## config.mk

```make
export PLATFORM = sky130hd
export DESIGN_NAME = tqvp_vga_capture
export DESIGN_NICKNAME = d
export VERILOG_FILES = /design/src/rtl/tqvp_vga_capture.sv
export SDC_FILE = /design/constraint.sdc
export NUM_CORES = 1
export LEC_CHECK = 0
export BUFFER_PORTS_ARGS = -buffer_cell sky130_fd_sc_hd__buf_2
export CORE_MARGIN = 1
export CORE_UTILIZATION = 30
export CTS_CLUSTER_SIZE = 16
export DETAILED_ROUTE_END_ITERATION = 8
export SLEW_MARGIN = 10
export SYNTH_ARGS = -nofsm -noshare
export SYNTH_HDL_FRONTEND = slang
export SYNTH_SLANG_ARGS = --single-unit
```

## constraint.sdc

```tcl
create_clock -name clk -period 5.95 [get_ports clk]
set_input_delay 0 -clock clk [delete_from_list [all_inputs] [get_ports clk]]
set_output_delay 0 -clock clk [all_outputs]
set_load 0.01 [all_outputs]
```

## src/rtl/tqvp_vga_capture.sv

```systemverilog
// TinyQV VGA line-capture peripheral: locks onto hsync/vsync and grabs 64 pixels of one scanline.
// Define VGACAP_MEASURE_EN to build the line-period / frame-height measurement and LOCK logic.
`timescale 1ns/1ps
module tqvp_vga_capture (
    input  logic        clk,
    input  logic        rst_n,
    input  logic [7:0]  ui_in,
    output logic [7:0]  uo_out,
    input  logic [5:0]  address,
    input  logic [31:0] data_in,
    input  logic [1:0]  data_write_n,
    input  logic [1:0]  data_read_n,
    output logic [31:0] data_out,
    output logic        data_ready,
    output logic        user_interrupt
);

    typedef enum logic [1:0] {S_IDLE, S_ARMED, S_WAIT_LINE, S_SAMPLE} state_t;

    state_t      state;
    logic        hpol, vpol, vinv;
    logic [9:0]  target_y;
    logic [11:0] x_start;
    logic [6:0]  step;
    logic        done, ovr;
    logic [63:0] cap;
    logic [9:0]  line_cnt;
    logic        hs_prev, vs_prev;
    logic [13:0] x_cnt, nxt;
    logic [5:0]  pix;

    logic        wr_en, ctrl_wr;
    logic        hs_act, vs_act, hs_edge, vs_edge;
    logic        sample_now, busy;
    logic [11:0] line_period;
    logic [9:0]  frame_lines;
    logic        lock;

    assign wr_en      = (data_write_n != 2'b11);
    assign ctrl_wr    = wr_en && (address == 6'h00);
    assign hs_act     = ui_in[0] ^ hpol;
    assign vs_act     = ui_in[1] ^ vpol;
    assign hs_edge    = hs_act & ~hs_prev;
    assign vs_edge    = vs_act & ~vs_prev;
    assign sample_now = (state == S_SAMPLE) && (x_cnt == nxt);
    assign busy       = (state != S_IDLE);

    assign uo_out         = 8'd0;
    assign data_ready     = 1'b1;
    assign user_interrupt = done;

    always_ff @(posedge clk) begin
        if (!rst_n) begin
            state    <= S_IDLE;
            hpol     <= 1'b0;
            vpol     <= 1'b0;
            vinv     <= 1'b0;
            target_y <= '0;
            x_start  <= '0;
            step     <= '0;
            done     <= 1'b0;
            ovr      <= 1'b0;
            cap      <= '0;
            line_cnt <= '0;
            hs_prev  <= 1'b0;
            vs_prev  <= 1'b0;
            x_cnt    <= '0;
            nxt      <= '0;
            pix      <= '0;
        end else begin
            hs_prev <= hs_act;
            vs_prev <= vs_act;

            if (vs_edge)
                line_cnt <= '0;
            else if (hs_edge && line_cnt != 10'h3FF)
                line_cnt <= line_cnt + 10'd1;

            if (wr_en) begin
                case (address)
                    6'h04: target_y <= data_in[9:0];
                    6'h08: x_start  <= data_in[11:0];
                    6'h0C: step     <= data_in[6:0];
                    default: ;
                endcase
            end

            case (state)
                S_ARMED:
                    if (vs_edge) state <= S_WAIT_LINE;
                S_WAIT_LINE:
                    if (hs_edge && line_cnt == target_y) begin
                        state <= S_SAMPLE;
                        x_cnt <= '0;
                        nxt   <= {2'b00, x_start};
                        pix   <= '0;
                    end
                S_SAMPLE: begin
                    x_cnt <= x_cnt + 14'd1;
                    if (sample_now) begin
                        cap[pix] <= ui_in[2] ^ vinv;
                        pix      <= pix + 6'd1;
                        nxt      <= nxt + {7'd0, step} + 14'd1;
                    end
                    // A sync edge before the last pixel means the line ended early.
                    if (sample_now && pix == 6'd63) begin
                        state <= S_IDLE;
                        done  <= 1'b1;
                    end else if (hs_edge || vs_edge) begin
                        state <= S_IDLE;
                        done  <= 1'b1;
                        ovr   <= 1'b1;
                    end
                end
                default: ;
            endcase

            // CTRL write overrides a same-cycle completion.
            if (ctrl_wr) begin
                hpol <= data_in[1];
                vpol <= data_in[2];
                vinv <= data_in[3];
                done <= 1'b0;
                ovr  <= 1'b0;
                if (data_in[0]) begin
                    cap   <= '0;
                    state <= S_ARMED;
                end
            end
        end
    end

`ifdef VGACAP_MEASURE_EN
    logic [11:0] per_cnt, lp_snap;

    always_ff @(posedge clk) begin
        if (!rst_n) begin
            per_cnt     <= '0;
            line_period <= '0;
            lp_snap     <= '0;
            frame_lines <= '0;
            lock        <= 1'b0;
        end else begin
            if (hs_edge) begin
                line_period <= per_cnt;
                per_cnt     <= 12'd1;
            end else if (per_cnt != 12'hFFF) begin
                per_cnt <= per_cnt + 12'd1;
            end
            // Lock requires this frame's geometry to equal the previous frame's.
            if (vs_edge) begin
                frame_lines <= line_cnt;
                lp_snap     <= line_period;
                lock        <= (line_cnt != 10'd0) && (line_cnt != 10'h3FF) &&
                               (line_period != 12'd0) && (line_period != 12'hFFF) &&
                               (line_cnt == frame_lines) && (line_period == lp_snap);
            end
        end
    end
`else
    assign line_period = '0;
    assign frame_lines = '0;
    assign lock        = 1'b0;
`endif

    always_comb begin
        data_out = 32'd0;
        case (address)
            6'h00: data_out = {28'd0, lock, ovr, done, busy};
            6'h04: data_out = {22'd0, target_y};
            6'h08: data_out = {20'd0, x_start};
            6'h0C: data_out = {25'd0, step};
            6'h10: data_out = {20'd0, line_period};
            6'h14: data_out = {22'd0, frame_lines};
            6'h18: data_out = cap[31:0];
            6'h1C: data_out = cap[63:32];
            default: data_out = 32'd0;
        endcase
    end

    logic unused_ok;
    assign unused_ok = &{1'b0, data_read_n, ui_in[7:3], data_in[31:12]};

endmodule

```

==> results of run 1 <==
-- how the worst max path moves through the flow --
stage / start / endpoint / slack (ns)
4_1_cts: state[1]$_SDFF_PN0_ / cap[17]$_SDFF_PN0_ / 2.79
6_report: state[1]$_SDFF_PN0_ / cap[20]$_SDFF_PN0_ / 2.71
3_5_place_dp: state[1]$_SDFF_PN0_ / cap[17]$_SDFF_PN0_ / 2.80
2_1_floorplan: nxt[0]$_SDFFE_PN0P_ / nxt[10]$_SDFFE_PN0P_ / 3.94
3_3_place_gp: state[1]$_SDFF_PN0_ / cap[17]$_SDFF_PN0_ / 2.80
5_1_grt: state[1]$_SDFF_PN0_ / cap[17]$_SDFF_PN0_ / 2.45
-- power by group --
group | internal, mW | total [mW] | switching, mW
sequential | 0.980 | 0.984 | 0.00318
clock | 0.564 | 0.988 | 0.424
combinational | 0.0268 | 0.0815 | 0.0547
-- logic make-up after synthesis --
kind of cell	count (synthesis)	share of synthesized area [%]
other	2	0.0990
buffers and inverters	101	6.40
adder cells (fa/ha/maj)	11	1.91
XOR/XNOR	41	4.73
flip-flops	146	38.5
multiplexers	44	5.81
AND/OR/NAND/NOR	244	17.5
AO/OA/AOI/OAI	261	25.0
-- worst min-delay path, cell delays in order --
cell and delay [ns]:
buf_2 0.16, nor4b_4 0.11, mux2i_1 0.12, nor2_1 0.07
-- area by class of cell --
type	instances	area share, %
Clock buffer	18	4.95
Clock inverter	11	1.07
Inverter	11	0.477
Multi-Input combinational cell	610	48.9
Sequential cell	146	33.7
Tap cell	324	4.68
Timing Repair Buffer	85	6.15
-- layer usage --
layer  track usage, %  wire, µm  vias up
met2             26.7     10200      194
met1             23.2     10300     3279
met3             2.47       780       30
met5                0         0        -
li1                 -         -     3293
met4             5.87       429        0
-- sequential cells by signal, indices dropped and copies added, names as in the netlist --
signal	cells
state	2
hs_prev	1
vs_prev	1
target_y	10
user_interrupt	1
cap	64
x_start	12
hpol	1
x_cnt	14
nxt	14
vpol	1
vinv	1
pix	6
line_cnt	10
step	7
ovr	1
-- synthesized netlist by cell type (3+ instances only) --
library cell	count
o221ai_1	5
nor3_1	24
a221o_1	5
and3b_1	4
dfxtp_1	146
or3_1	10
nand2b_1	4
inv_1	11
o21ai_0	17
o22ai_1	5
a311oi_1	65
nor3b_1	7
xor2_1	27
xnor2_1	14
buf_1	4
ha_1	10
nand3b_1	3
buf_4	22
buf_2	19
nand2_1	38
and4_1	7
or2_2	4
mux2i_1	44
nor2_1	60
a21o_1	3
a21oi_1	33
a22o_1	25
nand4_1	13
nor4_2	3
a31oi_1	69
o2111ai_1	3
nand3_1	26
and2_1	13
and3_1	13
a211oi_1	3
o211ai_1	6
clkbuf_1	45
o31ai_1	4
a22oi_1	4
-- metrics by stage --
step / hold slack (ns) / worst slack, ns / total power [mW] / area (µm²)
2_1_floorplan: 0.144 / 3.94 / 1.06 / 7610
3_3_place_gp: 0.246 / 2.80 / 1.08 / 7990
3_5_place_dp: 0.252 / 2.80 / 1.08 / 7990
4_1_cts: 0.0666 / 2.79 / 2.06 / 8660
5_1_grt: 0.110 / 2.45 / 2.11 / 8660
6_report: 0.0731 / 2.71 / 2.05 / 8660
-- timing repair --
item,in CTS,in global routing
endpoints found under the setup margin,0,0
hold endpoints to repair,37,0
hold buffers,15,0
==> results.ini, run 1 <==
[clocking]
cts_buffers=17
clkLatencyLatePin_ns=0.43
cts_setup_buffers=0
cts_tree=yes
numClockSinks=146
cts-htree-levels=4
cts_buffer_depth=2
cts_resized=0
cts-root-buf=clkbuf_16
clk_pin_slew_ns=0.06

[setup_path]
cpPeakStageDelay_ns=0.87
r2r_end=cap[20]$_SDFF_PN0_
cp-start-kind=flop
crit_buf_inv=1
crit_required_ns=6.21
cp_slowest_cell=and4_2
rrSetupSlack_ns=2.71
worstPathMaxFanout=45
crit_chain=nand2_4, nor4_2, and4_2, buf_4, and2_1, a311oi_1
critPathKind=flop to flop
end_kind=flop
crit_family=simple AND/OR/NAND/NOR gates
crit_arrival_ns=3.50
ff2ff_path_depth=6
crit-reg2reg-launch=state[1]$_SDFF_PN0_
worst-path-stages=6

[synthesis]
synthTopCellsByArea=dfxtp_1, a311oi_1, mux2i_1
syn-cell-area_um2=7590
yosysSeqAreaShare_pct=38.5
synth.top_cell.area_share_pct=38.5
synth_cell_types=63
ys_warn_count=0
ys_seq_elements=146
syn_area_per_cell_um2=8.92
synth_edf_count=0
synth_ff_type=dfxtp_1
synthArstFlopShare_pct=0
syn_inst=850
yosysTopAreaCell=dfxtp_1

[die]
core.rowCount=57
io_pins=94
die_area_um2=25900
initial_utilization_pct=30.9
dieHeight_um=161
fp.coreArea_um2=24500
die_w_um=161

[detailed_routing]
vias=6796
antenna_left=0
vias_per_cell=5.64
first_pass_iters=5
route.detailed.drc=0
routedWlPerCell_um=18.0
wl_um=21700
drt_iter0_markers=532

[sta]
hold_viol_final=0
setup_violations=0
relSlewSlack_pct=15.8
finalClockSkew_ns=0.0104
period_share_pct=54.5
fin_tns_setup_ns=0
max_freq_mhz=308
period_needed_ns=3.24
worstMarginPinSlew_ns=1.26
rsz0062_at_grt=no
slew_violations=0

[cells_and_area]
final_cell_mix=dfxtp_1, a31oi_1, a311oi_1, nor2_1, buf_2
nets=934
regArea_um2=2920
fin_util_pct=35.3
final_cells=1205
final_common_cell=dfxtp_1
num-fill-cells=2600
drive_above_1_share_pct=13.6
multi_input_area_um2=4240
syn_to_final_growth_pct=14.2
diodes=0

[place]
dpl.hpwl_um=14300
place_congestion=0.805
dp_cells=1161
portBuffers=57

[power_and_ir_drop]
ir_worst_vdd_v=0.000183
p_per_area_nw_per_um2=237
p_leak_nw=3.26

[worst_hold_path]
min_to=vinv$_SDFFE_PN0P_
hold_depth=4
hold_class=input port to flop
hold_start=address[2]

[global_routing]
grt_usage_pct=16.8
grt_max_degree=65
grt_pass1_wl_um=34800
grt-ovfl-total=0
first_global_vias=6312
antenna_found_initial=0

[run]
max_cap_viol_count=0

[outcome]
status=completed

Power figures use the tool's default switching activity.
==> inputs of run 2 (changes only) <==
==> constraint.sdc (replaced) <==
create_clock -name clk -period 3.1 [get_ports clk]
set_input_delay 0 -clock clk [delete_from_list [all_inputs] [get_ports clk]]
set_output_delay 0 -clock clk [all_outputs]
set_load 0.01 [all_outputs]
==> results.ini, run 2 (synthesis gave the netlist of run 1 again) <==
[outcome]
status=completed  ; unchanged

[run]
max_cap_viol_count=0  ; unchanged

[setup_path]
crit_arrival_ns=2.90  ; was 3.50 ns
critPathKind=flop to flop  ; unchanged
end_kind=flop  ; unchanged
cp-start-kind=flop  ; unchanged
cp-startpoint=state[1]$_SDFF_PN0_  ; unchanged
ff2ff_path_depth=6  ; unchanged
crit-reg2reg-launch=state[1]$_SDFF_PN0_  ; unchanged
crit_required_ns=3.42  ; was 6.21 ns
worstPathMaxFanout=27  ; was 45

[power_and_ir_drop]
p_seq_share_pct=44.4  ; was 47.9%
p_leak_nw=3.40  ; was 3.26 nW
p_comb_share_pct=3.8  ; was 4.0%
p_switching_mw=0.917  ; was 0.482 mW
swShare_pct=21.6  ; was 23.5%
clockPowerShare_pct=51.9  ; was 48.1%
p_per_area_nw_per_um2=478  ; was 237 nW/µm²
ir_worst_vdd_v=0.000352  ; was 0.000183 V
p_int_mw=3.34  ; was 1.57 mW

[die]
die_area_um2=25900  ; unchanged
io_pins=94  ; unchanged
initial_utilization_pct=30.9  ; unchanged
fp.coreArea_um2=24500  ; unchanged
dieHeight_um=161  ; unchanged
core.rowCount=57  ; unchanged
die_w_um=161  ; unchanged

[clocking]
cts_tree=yes  ; unchanged
cts-htree-levels=4  ; unchanged
clk_pin_slew_ns=0.06  ; about the same
cts_buffer_depth=2  ; unchanged
cts_setup_buffers=0  ; unchanged
cts-root-buf=clkbuf_16  ; unchanged
numClockSinks=146  ; unchanged
clkLatencyLatePin_ns=0.43  ; about the same
cts_buffers=17  ; unchanged

[global_routing]
antenna_found_initial=0  ; unchanged
first_global_vias=6375  ; was 6,312
grt_pass1_wl_um=34600  ; was 34,800 µm
grt-ovfl-total=0  ; unchanged
grt_max_degree=65  ; unchanged
grt_usage_pct=16.8  ; about the same

[sta]
hold_viol_final=0  ; unchanged
period_needed_ns=2.57  ; was 3.24 ns
finalClockSkew_ns=0.00975  ; was 0.0104 ns
setup_violations=0  ; unchanged
period_share_pct=83.0  ; was 54.5%
fin_tns_setup_ns=0  ; unchanged
relSlewSlack_pct=42.0  ; was 15.8%
rsz0062_at_grt=no  ; unchanged
max_freq_mhz=389  ; was 308 MHz
slew_violations=0  ; unchanged
worstMarginPinSlew_ns=0.862  ; was 1.26 ns

[detailed_routing]
routedWlPerCell_um=17.9  ; was 18.0 µm
vias=6864  ; was 6,796
vias_per_cell=5.61  ; was 5.64
antenna_left=0  ; unchanged
first_pass_iters=5  ; unchanged
wl_um=21900  ; was 21,700 µm
route.detailed.drc=0  ; unchanged
drt_iter0_markers=467  ; was 532

[cells_and_area]
final_common_cell=dfxtp_1  ; unchanged
syn_to_final_growth_pct=17.4  ; was 14.2%
top_regs=cap x64, nxt x14, x_cnt x14  ; unchanged
final_cell_mix=dfxtp_1, a31oi_1, a311oi_1, nor2_1, buf_2  ; unchanged
regMostFlops=cap  ; unchanged
drive_above_1_share_pct=15.5  ; was 13.6%
largest_reg_flops=64  ; unchanged
nets=951  ; was 934
diodes=0  ; unchanged
fin_util_pct=36.3  ; was 35.3%

[place]
place_congestion=0.811  ; was 0.805
portBuffers=57  ; unchanged
dpl.hpwl_um=14800  ; was 14,300 µm

[worst_hold_path]
hold_start=rst_n  ; was address[2]
hold_class=input port to flop  ; unchanged
hold_depth=3  ; was 4

## run 2: metrics by stage
| stage | hold WS [ns] | total power [mW] | area (µm²) | std cells | setup WS [ns] |
|---|---|---|---|---|---|
| after floorplan | 0.144 | 2.03 | 7610 | 857 | 1.09 |
| after global placement | 0.243 | 2.07 | 8140 | 1179 | 0.626 |
| after detailed placement | 0.247 | 2.07 | 8140 | 1179 | 0.555 |
| after CTS | 0.0184 | 4.28 | 8900 | 1223 | 0.523 |
| after global routing | 0.0655 | 4.38 | 8900 | 1223 | 0.358 |
| final | 0.0264 | 4.25 | 8900 | 1223 | 0.526 |
## run 2: repair_timing
item | 4_1_cts | 5_1_grt
endpoints found under the hold margin | 36 | 0
resized for setup | 0 | 0
hold buffers | 14 | 0
endpoints found under the setup margin | 0 | 0
## run 2: worst max-delay path: stages (launching register included)
cell and delay, ns:
dfxtp_1 0.54, nand2_4 0.21, nor4_2 0.34, and4_2 0.65, buf_4 0.31, a31oi_1 0.10
a311oi_1 0.30
## run 2: area by class of cell
type,count,area (µm²)
Clock buffer,21,470
Inverter,11,41.3
Sequential cell,146,2920
Clock inverter,9,155
Timing Repair Buffer,102,671
Multi-Input combinational cell,610,4240
Tap cell,324,405
Fill cell,2520,15600
## run 2: power by group through the flow
stage | combinational, mW | clock (mW) | sequential, mW
floorplan | 0.101 | 0 | 1.93
global placement | 0.145 | 0 | 1.93
detailed placement | 0.145 | 0 | 1.93
CTS | 0.159 | 2.23 | 1.89
global route | 0.172 | 2.32 | 1.89
finish | 0.161 | 2.21 | 1.89
## run 2: final timing paths
kind,endpoint,slack (ns)
worst max-delay path,cap[22]$_SDFF_PN0_,0.53
worst min-delay path,x_cnt[7]$_SDFFE_PN0P_,0.03
worst max register to register,cap[22]$_SDFF_PN0_,0.53
worst min register to register,ovr$_SDFFE_PP0P_,0.48
## run 2: layer usage
layer	vias up	GRT usage, %	routed length [µm]
li1	3324	-	-
met1	3290	23.2	10400
met2	213	26.4	9970
met5	-	0	0
met4	0	7.29	599
met3	37	2.08	951
==> inputs of run 3 (changes only) <==
--- a/config.mk
+++ b/config.mk
@@ -5,6 +5,7 @@
 export SDC_FILE = /design/constraint.sdc
 export NUM_CORES = 1
 export LEC_CHECK = 0
+export ABC_AREA = 1
 export BUFFER_PORTS_ARGS = -buffer_cell sky130_fd_sc_hd__buf_2
 export CORE_MARGIN = 1
 export CORE_UTILIZATION = 30
==> constraint.sdc (replaced) <==
create_clock -name clk -period 2.2 [get_ports clk]
set_input_delay 0 -clock clk [delete_from_list [all_inputs] [get_ports clk]]
set_output_delay 0 -clock clk [all_outputs]
set_load 0.01 [all_outputs]
==> results.ini, run 3 <==
[detailed_routing]
drt_iter0_markers=573  ; was 467
first_pass_iters=7  ; was 5
antenna_left=0  ; unchanged
route.detailed.drc=0  ; unchanged
vias_per_cell=4.89  ; was 5.61
vias=8785  ; was 6,864
wl_um=26100  ; was 21,900 µm
routedWlPerCell_um=14.5  ; was 17.9 µm

[global_routing]
grt-ovfl-total=0  ; unchanged
top_usage_layer=met2  ; unchanged
gr-usage-met3_pct=4.05  ; was 2.08%
antenna_found_initial=0  ; unchanged
grt_max_degree=52  ; was 65
first_global_vias=7980  ; was 6,375
grtUsageMet1_pct=25.3  ; was 23.2%
grt_pass1_wl_um=42000  ; was 34,600 µm
grt_usage_pct=18.6  ; was 16.8%
met2_usage_pct=28.7  ; was 26.4%

[worst_hold_path]
min_to=target_y[0]$_SDFFE_PN0P_  ; was x_cnt[7]$_SDFFE_PN0P_
hold_depth=5  ; was 3
hold_class=input port to flop  ; unchanged
hold_start=data_write_n[1]  ; was rst_n

[setup_path]
end_kind=flop  ; unchanged
worstPathMaxFanout=14  ; was 27
rrSetupSlack_ns=0.23  ; was 0.53 ns
crit_required_ns=2.51  ; was 3.42 ns
r2r_end=cap[20]$_SDFF_PN0_  ; was cap[22]$_SDFF_PN0_
ff2ff_path_depth=11  ; was 6
cp-start-kind=flop  ; unchanged
crit-reg2reg-launch=nxt[5]$_SDFFE_PN0P_  ; was state[1]$_SDFF_PN0_
crit_arrival_ns=2.28  ; was 2.90 ns
critPathKind=flop to flop  ; unchanged

[cells_and_area]
fin_util_pct=36.4  ; was 36.3%
top_regs=cap x64, nxt x14, x_cnt x14  ; unchanged
largest_reg_flops=64  ; unchanged
num-fill-cells=2978  ; was 2,520
final_cell_mix=nand2_1, nor2_1, dfxtp_1, inv_1, nand3_1  ; was dfxtp_1, a31oi_1, a311oi_1, nor2_1, buf_2
regArea_um2=2920  ; about the same
diodes=0  ; unchanged
multi_input_area_um2=4740  ; was 4240 µm²
drive_above_1_share_pct=12.5  ; was 15.5%
syn_to_final_growth_pct=19.0  ; was 17.4%
regMostFlops=cap  ; unchanged
nets=1468  ; was 951
final_area_um2=10100  ; was 8900 µm²
final_common_cell=nand2_1  ; was dfxtp_1

[synthesis]
yosysSeqAreaShare_pct=34.3  ; was 38.5%
synthAdderAreaFrac_pct=1.71  ; was 1.91%
synth.top_cell.area_share_pct=34.3  ; was 38.5%
synth_xor_area_share_pct=1.03  ; was 4.73%
yosysTopAreaCell=dfxtp_1  ; unchanged
syn-cell-area_um2=8510  ; was 7590 µm²
synth_top_family_by_area=simple AND/OR/NAND/NOR gates  ; was compound AO/OA/AOI/OAI gates
ys_top_cells_by_count=nand2_1, nor2_1, dfxtp_1, inv_1, nand3_1  ; was dfxtp_1, a31oi_1, a311oi_1, nor2_1, clkbuf_1
syn_inst=1335  ; was 850
synth.most_common_cell=nand2_1  ; was dfxtp_1
synth_ff_type=dfxtp_1  ; unchanged
synthTopCellsByArea=dfxtp_1, nand2_1, nor2_1  ; was dfxtp_1, a311oi_1, mux2i_1
synthArstFlopShare_pct=0  ; unchanged
synth_cell_types=47  ; was 63
muxShareOfSynthArea_pct=0  ; was 5.81%
ys_warn_count=0  ; unchanged
synth_compound_area_share_pct=18.1  ; was 25.0%
synth_edf_count=0  ; unchanged
syn_area_per_cell_um2=6.37  ; was 8.92 µm²
ys_seq_elements=146  ; unchanged
synthSimpleGateAreaFrac_pct=34.1  ; was 17.5%

[sta]
hold_viol_final=0  ; unchanged
worstMarginPinSlew_ns=0.954  ; was 0.862 ns
setup_violations=0  ; unchanged
period_share_pct=89.7  ; was 83.0%
finalClockSkew_ns=0.00798  ; was 0.00975 ns
period_needed_ns=1.97  ; was 2.57 ns
max_freq_mhz=507  ; was 389 MHz
fin_tns_setup_ns=0  ; unchanged
fin_hold_ws_ns=0.0829  ; was 0.0264 ns
relSlewSlack_pct=36.4  ; was 42.0%
rsz0062_at_grt=no  ; unchanged
slew_violations=0  ; unchanged

[place]
place_congestion=0.892  ; was 0.811
dpl.hpwl_um=19000  ; was 14,800 µm
portBuffers=57  ; unchanged
place_area_um2=9350  ; was 8140 µm²

[clocking]
clkLatencyLatePin_ns=0.44  ; was 0.43 ns
cts_setup_buffers=0  ; unchanged
clk_pin_slew_ns=0.06  ; about the same
cts_buffers=17  ; unchanged
cts-root-buf=clkbuf_16  ; unchanged
cts_buffer_depth=2  ; unchanged
cts-htree-levels=4  ; unchanged
numClockSinks=146  ; unchanged
cts_tree=yes  ; unchanged

[power_and_ir_drop]
p_leak_nw=4.38  ; was 3.40 nW
p_per_area_nw_per_um2=604  ; was 478 nW/µm²
ir_worst_vdd_v=0.000516  ; was 0.000352 V
finalPower_mw=6.12  ; was 4.25 mW

[die]
core.rowCount=61  ; was 57
initial_utilization_pct=30.5  ; was 30.9%
die_area_um2=29000  ; was 25,900 µm²
io_pins=94  ; unchanged
die_w_um=170  ; was 161 µm
dieHeight_um=170  ; was 161 µm
fp.coreArea_um2=27900  ; was 24,500 µm²

[outcome]
status=completed  ; unchanged

[run]
max_cap_viol_count=0  ; unchanged

run 3: cell type report:
cell class	instances	area share (%)
well taps	378	4.67
inverters	149	5.57
clock buffers	20	4.41
flip-flops and latches	146	28.9
multi-input cells	977	46.8
clock inverters	12	1.77
repair buffers	114	7.91
run 3: routing by layer:
metal | vias up | part of all wire, % | routed length, µm
li1 | 4479 | - | -
met1 | 4008 | 47 | 12200
met2 | 250 | 45 | 11600
met3 | 48 | 6.2 | 1620
met4 | 0 | 2.3 | 612
met5 | - | 0 | 0
run 3: logic make-up after synthesis:
logic type | after synthesis
other | 2
buffers and inverters | 219
flip-flops | 146
adder cells (fa/ha/maj) | 11
XOR/XNOR | 10
AO/OA/AOI/OAI | 264
AND/OR/NAND/NOR | 683
run 3: power breakdown:
| part | switching [mW] | leakage (nW) | total [mW] | internal, mW |
|---|---|---|---|---|
| clock network | 1.23 | 0.309 | 3.17 | 1.94 |
| logic | 0.191 | 2.89 | 0.288 | 0.0968 |
| registers | 0.00995 | 1.18 | 2.66 | 2.65 |
| total | 1.43 | 4.38 | 6.12 | 4.69 |
run 3: worst max-delay path by stage:
stage                                      from                  end  slack, ns
final                       nxt[5]$_SDFFE_PN0P_   cap[20]$_SDFF_PN0_       0.23
after global routing      x_cnt[3]$_SDFFE_PN0P_   cap[14]$_SDFF_PN0_       0.03
after CTS                 x_cnt[8]$_SDFFE_PN0P_  nxt[8]$_SDFFE_PN0P_       0.21
after detailed placement  x_cnt[8]$_SDFFE_PN0P_  nxt[8]$_SDFFE_PN0P_       0.22
after global placement    x_cnt[8]$_SDFFE_PN0P_  nxt[8]$_SDFFE_PN0P_       0.22
after floorplan             state[1]$_SDFF_PN0_   cap[53]$_SDFF_PN0_       0.41
run 3: metrics by stage:
step / std cells / setup WS (ns)
final: 1796 / 0.227
after global placement: 1749 / 0.222
after CTS: 1796 / 0.207
after global routing: 1796 / 0.0284
after detailed placement: 1749 / 0.219
after floorplan: 1342 / 0.407
run 3: what timing repair did:
item                                   CTS  global route
hold buffers                            15             0
gates resized for setup                  0             2
setup endpoints to repair                0             1
endpoints found under the hold margin   34             0
run 3: critical path: stages, from the launching register on:
cell and delay (ns):
dfxtp_1 0.46, inv_1 0.09, nand2_1 0.09, nand2_1 0.05, nor2_1 0.08, nand2_1 0.07, nor2_1 0.21, nand3_1 0.15
inv_1 0.38, nand2_1 0.09, o211ai_1 0.10, nor2_1 0.06
